--- src/rtl/mat_job_ctrl.sv ---
// UART frame sequencer for the 2x2 matrix multiplier: parses A/B operand frames, waits MUL_LATENCY, streams 6-byte result.
// Result header appears MUL_LATENCY+1 cycles after the last B byte; tx_byte holds while tx_ready is low, rx bytes while busy are dropped with err.
module mat_job_ctrl #(
    parameter int MUL_LATENCY    = 2,
    parameter int TIMEOUT_CYCLES = 1_200_000
) (
    input  logic        clk,
    input  logic        rst,
    input  logic [7:0]  rx_byte,
    input  logic        rx_valid,
    output logic [7:0]  tx_byte,
    output logic        tx_valid,
    input  logic        tx_ready,
    output logic [31:0] mat_a,
    output logic [31:0] mat_b,
    input  logic [31:0] mat_c,
    output logic [7:0]  job_id,
    output logic        busy,
    output logic        err
);
    localparam int CW = (MUL_LATENCY > 1) ? $clog2(MUL_LATENCY) : 1;
    localparam int GW = $clog2(TIMEOUT_CYCLES + 1);
    localparam logic [GW-1:0] GAP_LIMIT = GW'(TIMEOUT_CYCLES);

    typedef enum logic [2:0] {
        S_IDLE, S_SEL, S_JOB, S_DATA, S_COMPUTE, S_SEND
    } state_t;

    state_t        state_q, state_d;
    logic          sel_b_q, sel_b_d;
    logic          a_valid_q, a_valid_d;
    logic [1:0]    idx_q, idx_d;
    logic [2:0]    snd_q, snd_d;
    logic [CW-1:0] lat_q, lat_d;
    logic [GW-1:0] gap_q, gap_d;
    logic [31:0]   mat_a_q, mat_a_d;
    logic [31:0]   mat_b_q, mat_b_d;
    logic [31:0]   res_q, res_d;
    logic [7:0]    job_q, job_d;
    logic [7:0]    tx_byte_q, tx_byte_d;
    logic          tx_valid_q, tx_valid_d;
    logic          err_q, err_d;

    logic in_frame;
    logic in_busy;
    logic timed_out;

    function automatic logic [7:0] result_byte(input logic [2:0] n, input logic [31:0] r,
                                               input logic [7:0] j);
        case (n)
            3'd1:    result_byte = j;
            3'd2:    result_byte = r[31:24];
            3'd3:    result_byte = r[23:16];
            3'd4:    result_byte = r[15:8];
            default: result_byte = r[7:0];
        endcase
    endfunction

    assign in_frame  = (state_q == S_SEL) || (state_q == S_JOB) || (state_q == S_DATA);
    assign in_busy   = (state_q == S_COMPUTE) || (state_q == S_SEND);
    // A byte arriving in the same cycle as the limit wins over the timeout.
    assign timed_out = in_frame && !rx_valid && ((gap_q + GW'(1)) == GAP_LIMIT);

    always_comb begin
        state_d    = state_q;
        sel_b_d    = sel_b_q;
        a_valid_d  = a_valid_q;
        idx_d      = idx_q;
        snd_d      = snd_q;
        lat_d      = lat_q;
        gap_d      = '0;
        mat_a_d    = mat_a_q;
        mat_b_d    = mat_b_q;
        res_d      = res_q;
        job_d      = job_q;
        tx_byte_d  = tx_byte_q;
        tx_valid_d = tx_valid_q;
        err_d      = 1'b0;

        if (in_frame && !rx_valid) gap_d = gap_q + GW'(1);

        unique case (state_q)
            S_IDLE: begin
                if (rx_valid && rx_byte == 8'hFF) state_d = S_SEL;
            end
            S_SEL: begin
                if (rx_valid) begin
                    if (rx_byte == 8'h00 || rx_byte == 8'h01) begin
                        sel_b_d = rx_byte[0];
                        state_d = S_JOB;
                    end else if (rx_byte != 8'hFF) begin
                        err_d   = 1'b1;
                        state_d = S_IDLE;
                    end
                end
            end
            S_JOB: begin
                if (rx_valid) begin
                    if (!sel_b_q) begin
                        job_d     = rx_byte;
                        a_valid_d = 1'b0;
                        idx_d     = '0;
                        state_d   = S_DATA;
                    end else if (a_valid_q && rx_byte == job_q) begin
                        idx_d   = '0;
                        state_d = S_DATA;
                    end else begin
                        err_d   = 1'b1;
                        state_d = S_IDLE;
                    end
                end
            end
            S_DATA: begin
                if (rx_valid) begin
                    if (sel_b_q) mat_b_d[{~idx_q, 3'b000} +: 8] = rx_byte;
                    else         mat_a_d[{~idx_q, 3'b000} +: 8] = rx_byte;
                    idx_d = idx_q + 2'd1;
                    if (idx_q == 2'd3) begin
                        if (sel_b_q) begin
                            lat_d   = CW'(MUL_LATENCY - 1);
                            state_d = S_COMPUTE;
                        end else begin
                            a_valid_d = 1'b1;
                            state_d   = S_IDLE;
                        end
                    end
                end
            end
            S_COMPUTE: begin
                if (lat_q == '0) begin
                    res_d      = mat_c;
                    tx_byte_d  = 8'hFE;
                    tx_valid_d = 1'b1;
                    snd_d      = '0;
                    state_d    = S_SEND;
                end else begin
                    lat_d = lat_q - CW'(1);
                end
            end
            S_SEND: begin
                if (tx_ready) begin
                    if (snd_q == 3'd5) begin
                        tx_valid_d = 1'b0;
                        state_d    = S_IDLE;
                    end else begin
                        snd_d     = snd_q + 3'd1;
                        tx_byte_d = result_byte(snd_q + 3'd1, res_q, job_q);
                    end
                end
            end
            default: state_d = S_IDLE;
        endcase

        // Abandoned partial A keeps a_valid low (cleared at its job byte); partial B bytes stay in mat_b.
        if (timed_out) begin
            err_d   = 1'b1;
            idx_d   = '0;
            state_d = S_IDLE;
        end

        if (in_busy && rx_valid) err_d = 1'b1;
    end

    always_ff @(posedge clk) begin
        if (rst) begin
            state_q    <= S_IDLE;
            sel_b_q    <= 1'b0;
            a_valid_q  <= 1'b0;
            idx_q      <= '0;
            snd_q      <= '0;
            lat_q      <= '0;
            gap_q      <= '0;
            mat_a_q    <= '0;
            mat_b_q    <= '0;
            res_q      <= '0;
            job_q      <= '0;
            tx_byte_q  <= '0;
            tx_valid_q <= 1'b0;
            err_q      <= 1'b0;
        end else begin
            state_q    <= state_d;
            sel_b_q    <= sel_b_d;
            a_valid_q  <= a_valid_d;
            idx_q      <= idx_d;
            snd_q      <= snd_d;
            lat_q      <= lat_d;
            gap_q      <= gap_d;
            mat_a_q    <= mat_a_d;
            mat_b_q    <= mat_b_d;
            res_q      <= res_d;
            job_q      <= job_d;
            tx_byte_q  <= tx_byte_d;
            tx_valid_q <= tx_valid_d;
            err_q      <= err_d;
        end
    end

    // Reset withdraws the offered byte in the same cycle rather than at the next edge.
    assign tx_valid = tx_valid_q & ~rst;
    assign tx_byte  = tx_byte_q;
    assign mat_a    = mat_a_q;
    assign mat_b    = mat_b_q;
    assign job_id   = job_q;
    assign busy     = in_busy;
    assign err      = err_q;

endmodule

--- config.mk ---
export PLATFORM = sky130hd
export DESIGN_NAME = mat_job_ctrl
export DESIGN_NICKNAME = d
export VERILOG_FILES = /design/src/rtl/mat_job_ctrl.sv
export SDC_FILE = /design/constraint.sdc
export NUM_CORES = 1
export LEC_CHECK = 0
export CAP_MARGIN = 10
export CORE_MARGIN = 2
export CORE_UTILIZATION = 48
export DETAILED_ROUTE_END_ITERATION = 12
export PLACE_DENSITY = 0.82
export SYNTH_ARGS = -nofsm -noshare
export SYNTH_HDL_FRONTEND = slang
export SYNTH_SLANG_ARGS = --single-unit
--- constraint.sdc ---
create_clock -name clk -period 3 [get_ports clk]
set_clock_uncertainty 0.2 [all_clocks]
set_input_delay 0.3 -clock clk [delete_from_list [all_inputs] [get_ports clk]]
set_output_delay 0.3 -clock clk [all_outputs]
set_load 0.03 [all_outputs]
==> metrics.yaml <==
clock_network:
  cts_repair_resize_count: 0
  cts_setup_buffers: 0
  path_clk_slew_ns: 0.06
  cts_buffers: 17
  cts_max_path_buffers: 2
  root_buffer: "clkbuf_16"
  cts_tree: "built"
  ctsHtreeMaxLevel: 4
  clk_latency_ns: 0.43
  cts.sinks: 146
sta:
  layout_worst_path_cycle_share_pct: 87.2
  grt_setup_unrepaired: "false"
  final-setup-viol-count: 0
  max-slew-margin-rel_pct: 38.9
  setup_tns_ns: 0
  holdWs_ns: 0.212
  tightest_slew_ns: 0.912
  fmax_mhz: 382
  hold_viol: 0
  layout_min_cycle_time_ns: 2.62
  maxSlewViolCount: 0
global_routing:
  gr-usage-all-layers_pct: 23.9
  grt_remaining_overflow: 0
  antenna_found_initial: 0
  grt_first_pass_wirelength_mm: 27.5
  grt_pass1_vias: 5469
  grt_max_degree: 60
pwr:
  p_clk_share_pct: 49.9
  power_frac_comb_pct: 3.3
  p_sw_uw: 908
  peakVddDrop_mv: 0.365
  seq_power_share_pct: 46.8
  finalPower_uw: 4150
  p_per_area_nw_per_um2: 492
  leakage_uw: 0.00279
  swShare_pct: 21.9
  p_int_uw: 3240
floorplan:
  pin_count: 127
  die_h_microns: 120
  start_util_pct: 48.9
  core_area_sq_um: 13200
  design.die.area_sq_um: 14400
  die_width_microns: 120
  row_count: 42
detailed_routing:
  wl_per_cell_microns: 15.6
  wl_mm: 17.1
  viasPerCell: 5.53
  drtIter0Drc: 541
  drc: 0
  routed-via-count: 6056
  drtAntennaViolNets: 0
  firstDrtPassIters: 5
critical_path:
  arrival_ns: 2.12
  critPathMaxStageDelay_ns: 0.72
  crit_family: "buffers and inverters"
  crit_path_max_fanout: 10
  startpoint_type: "register"
  cpMaxStageDelayCell: "clkdlybuf4s50_1"
  worst-path-buf-inv: 2
  critPathRequiredTime_ns: 2.50
  setup.worst_path.class: "register to primary output"
  crit_chain: "nand2b_1 -> inv_2 -> clkdlybuf4s50_1"
  endpoint_kind: "primary output"
yosys:
  yosysTopAreaCell: "dfxtp_1"
  synth_edf_count: 0
  ys_warn_count: 0
  synthArstFlopShare_pct: 0
  yosysMostFrequentCell: "nand2_1"
  synth_cell_types: 63
  synth_top_cell_area_share_pct: 45.3
  synth.avg_cell_area_sq_um: 8.11
  synth.cell_area_sq_um: 6450
  ys_seq_elements: 146
  synth_flop_cell: "dfxtp_1"
  synth_fp_nets: 851
  seq_area_frac_synth_pct: 45.3
  synth.area.top_cells: "dfxtp_1, nand2_1, a21oi_1, nand3_1, xnor2_1"
  netlist_instances: 795
  synth_common_cells: "nand2_1, dfxtp_1, a21oi_1"
placement:
  io_buffers: 126
  dp_hpwl_mm: 11.4
  gp_congestion: 0.860
layout:
  register_area_sq_um: 2920
  num_antenna_cells: 0
  layout.nets: 962
  drive_gt1_share_pct: 8.60
  nFillCells: 1066
  multi_input_area_sq_um: 3180
  area_growth_pct: 30.6
run:
  max-cap-violations: 0
outcome:
  status: "finished clean"
hold_path:
  hold_path_class: "input pin to register"
-- final timing paths --
path,from,to,slack (ns),depth (start not counted)
worst max-delay path,state_q[2],busy,0.38,3
worst min-delay path,mat_c[5],res_q[5],0.21,3
worst max register to register,state_q[0],mat_a[2],0.42,5
worst min register to register,mat_a[25],mat_a[25],0.25,2
-- power by group through the flow --
stage / combinational [uW] / clock, uW / sequential (uW)
finish: 137 / 2070 / 1940
global placement: 132 / 0 / 1980
CTS: 135 / 2080 / 1940
floorplan: 46.6 / 0 / 1980
detailed placement: 133 / 0 / 1980
global route: 145 / 2160 / 1940
-- cell type report --
type	instances	area share (%)
clock buffers	22	5.75
repair buffers	150	17.1
inverters	21	0.935
flip-flops and latches	146	34.7
well taps	176	2.61
clock inverters	10	1.16
multi-input cells	570	37.8
-- kinds of logic after synthesis --
logic type / Yosys count / share of synthesized area (%)
buffers and inverters: 79 / 5.51
AOI/OAI and AO/OA: 170 / 15.6
and+or+nand+nor: 350 / 25.7
muxes: 11 / 1.90
xor gates and xnor gates: 27 / 3.67
adders and majority gates: 12 / 2.33
DFF: 146 / 45.3
-- timing repair --
item,CTS,global route
hold endpoints to repair,1,0
hold buffers,1,0
setup endpoints to repair,0,0
-- metal layers --
metal | vias to the layer above | share of wire [%] | track usage (%) | wire length [microns]
met5 | - | 0 | 0 | 0
met2 | 234 | 47 | 36.9 | 8030
met3 | 26 | 6.7 | 5.37 | 1150
li1 | 2965 | - | - | -
met4 | 0 | 1.9 | 8.53 | 320
met1 | 2831 | 44 | 32.8 | 7590
-- worst min-delay path, delay by kind of cell --
| family | cells | cell delay [ns] |
|---|---|---|
| buf+inv | 1 | 0.39 |
| compound gates | 1 | 0.05 |
| simple gates | 1 | 0.05 |
-- registers in the layout, summed over array words and instances, names as in the netlist --
| signal | cells |
|---|---|
| err | 1 |
| gap_q | 21 |
| sel_b_q | 1 |
| snd_q | 3 |
| res_q | 32 |
| job_id | 8 |
| tx_valid_q | 1 |
| mat_b | 32 |
| mat_a | 32 |
| lat_q | 1 |
| idx_q | 2 |
| tx_byte | 8 |
| state_q | 3 |
| a_valid_q | 1 |
-- layout by cell type (no fill, tap or decap), drive strengths merged, types with 2 or more instances in the layout --
cell type / n
or3: 8
nor2: 45
nor3: 10
mux2i: 11
a211oi: 5
clkdlybuf4s50: 125
o31ai: 3
clkbuf: 22
o2111ai: 3
xnor2: 20
and2b: 2
nand2b: 3
and2: 9
xor2: 7
nand3b: 2
nand2: 162
clkinv: 4
and3: 4
a31oi: 2
nor4: 6
and4: 3
dfxtp: 146
buf: 24
nand3: 71
or2: 4
a21oi: 118
clkinvlp: 3
inv: 23
nor2b: 2
a221oi: 8
nand4: 12
ha: 12
o211ai: 2
nor3b: 3
a222oi: 9
o21ai: 13
-- per-stage QoR --
step	utilization (%)	instance area, sq um	setup slack [ns]	std cells
detailed placement	59.4	7840	0.440	1062
global placement	59.4	7840	0.489	1062
finish	63.9	8430	0.385	1095
CTS	63.9	8430	0.411	1095
floorplan	-	6450	0.695	795
global route	63.9	8430	0.254	1095
No activity file was read; power rests on OpenSTA's default activity.
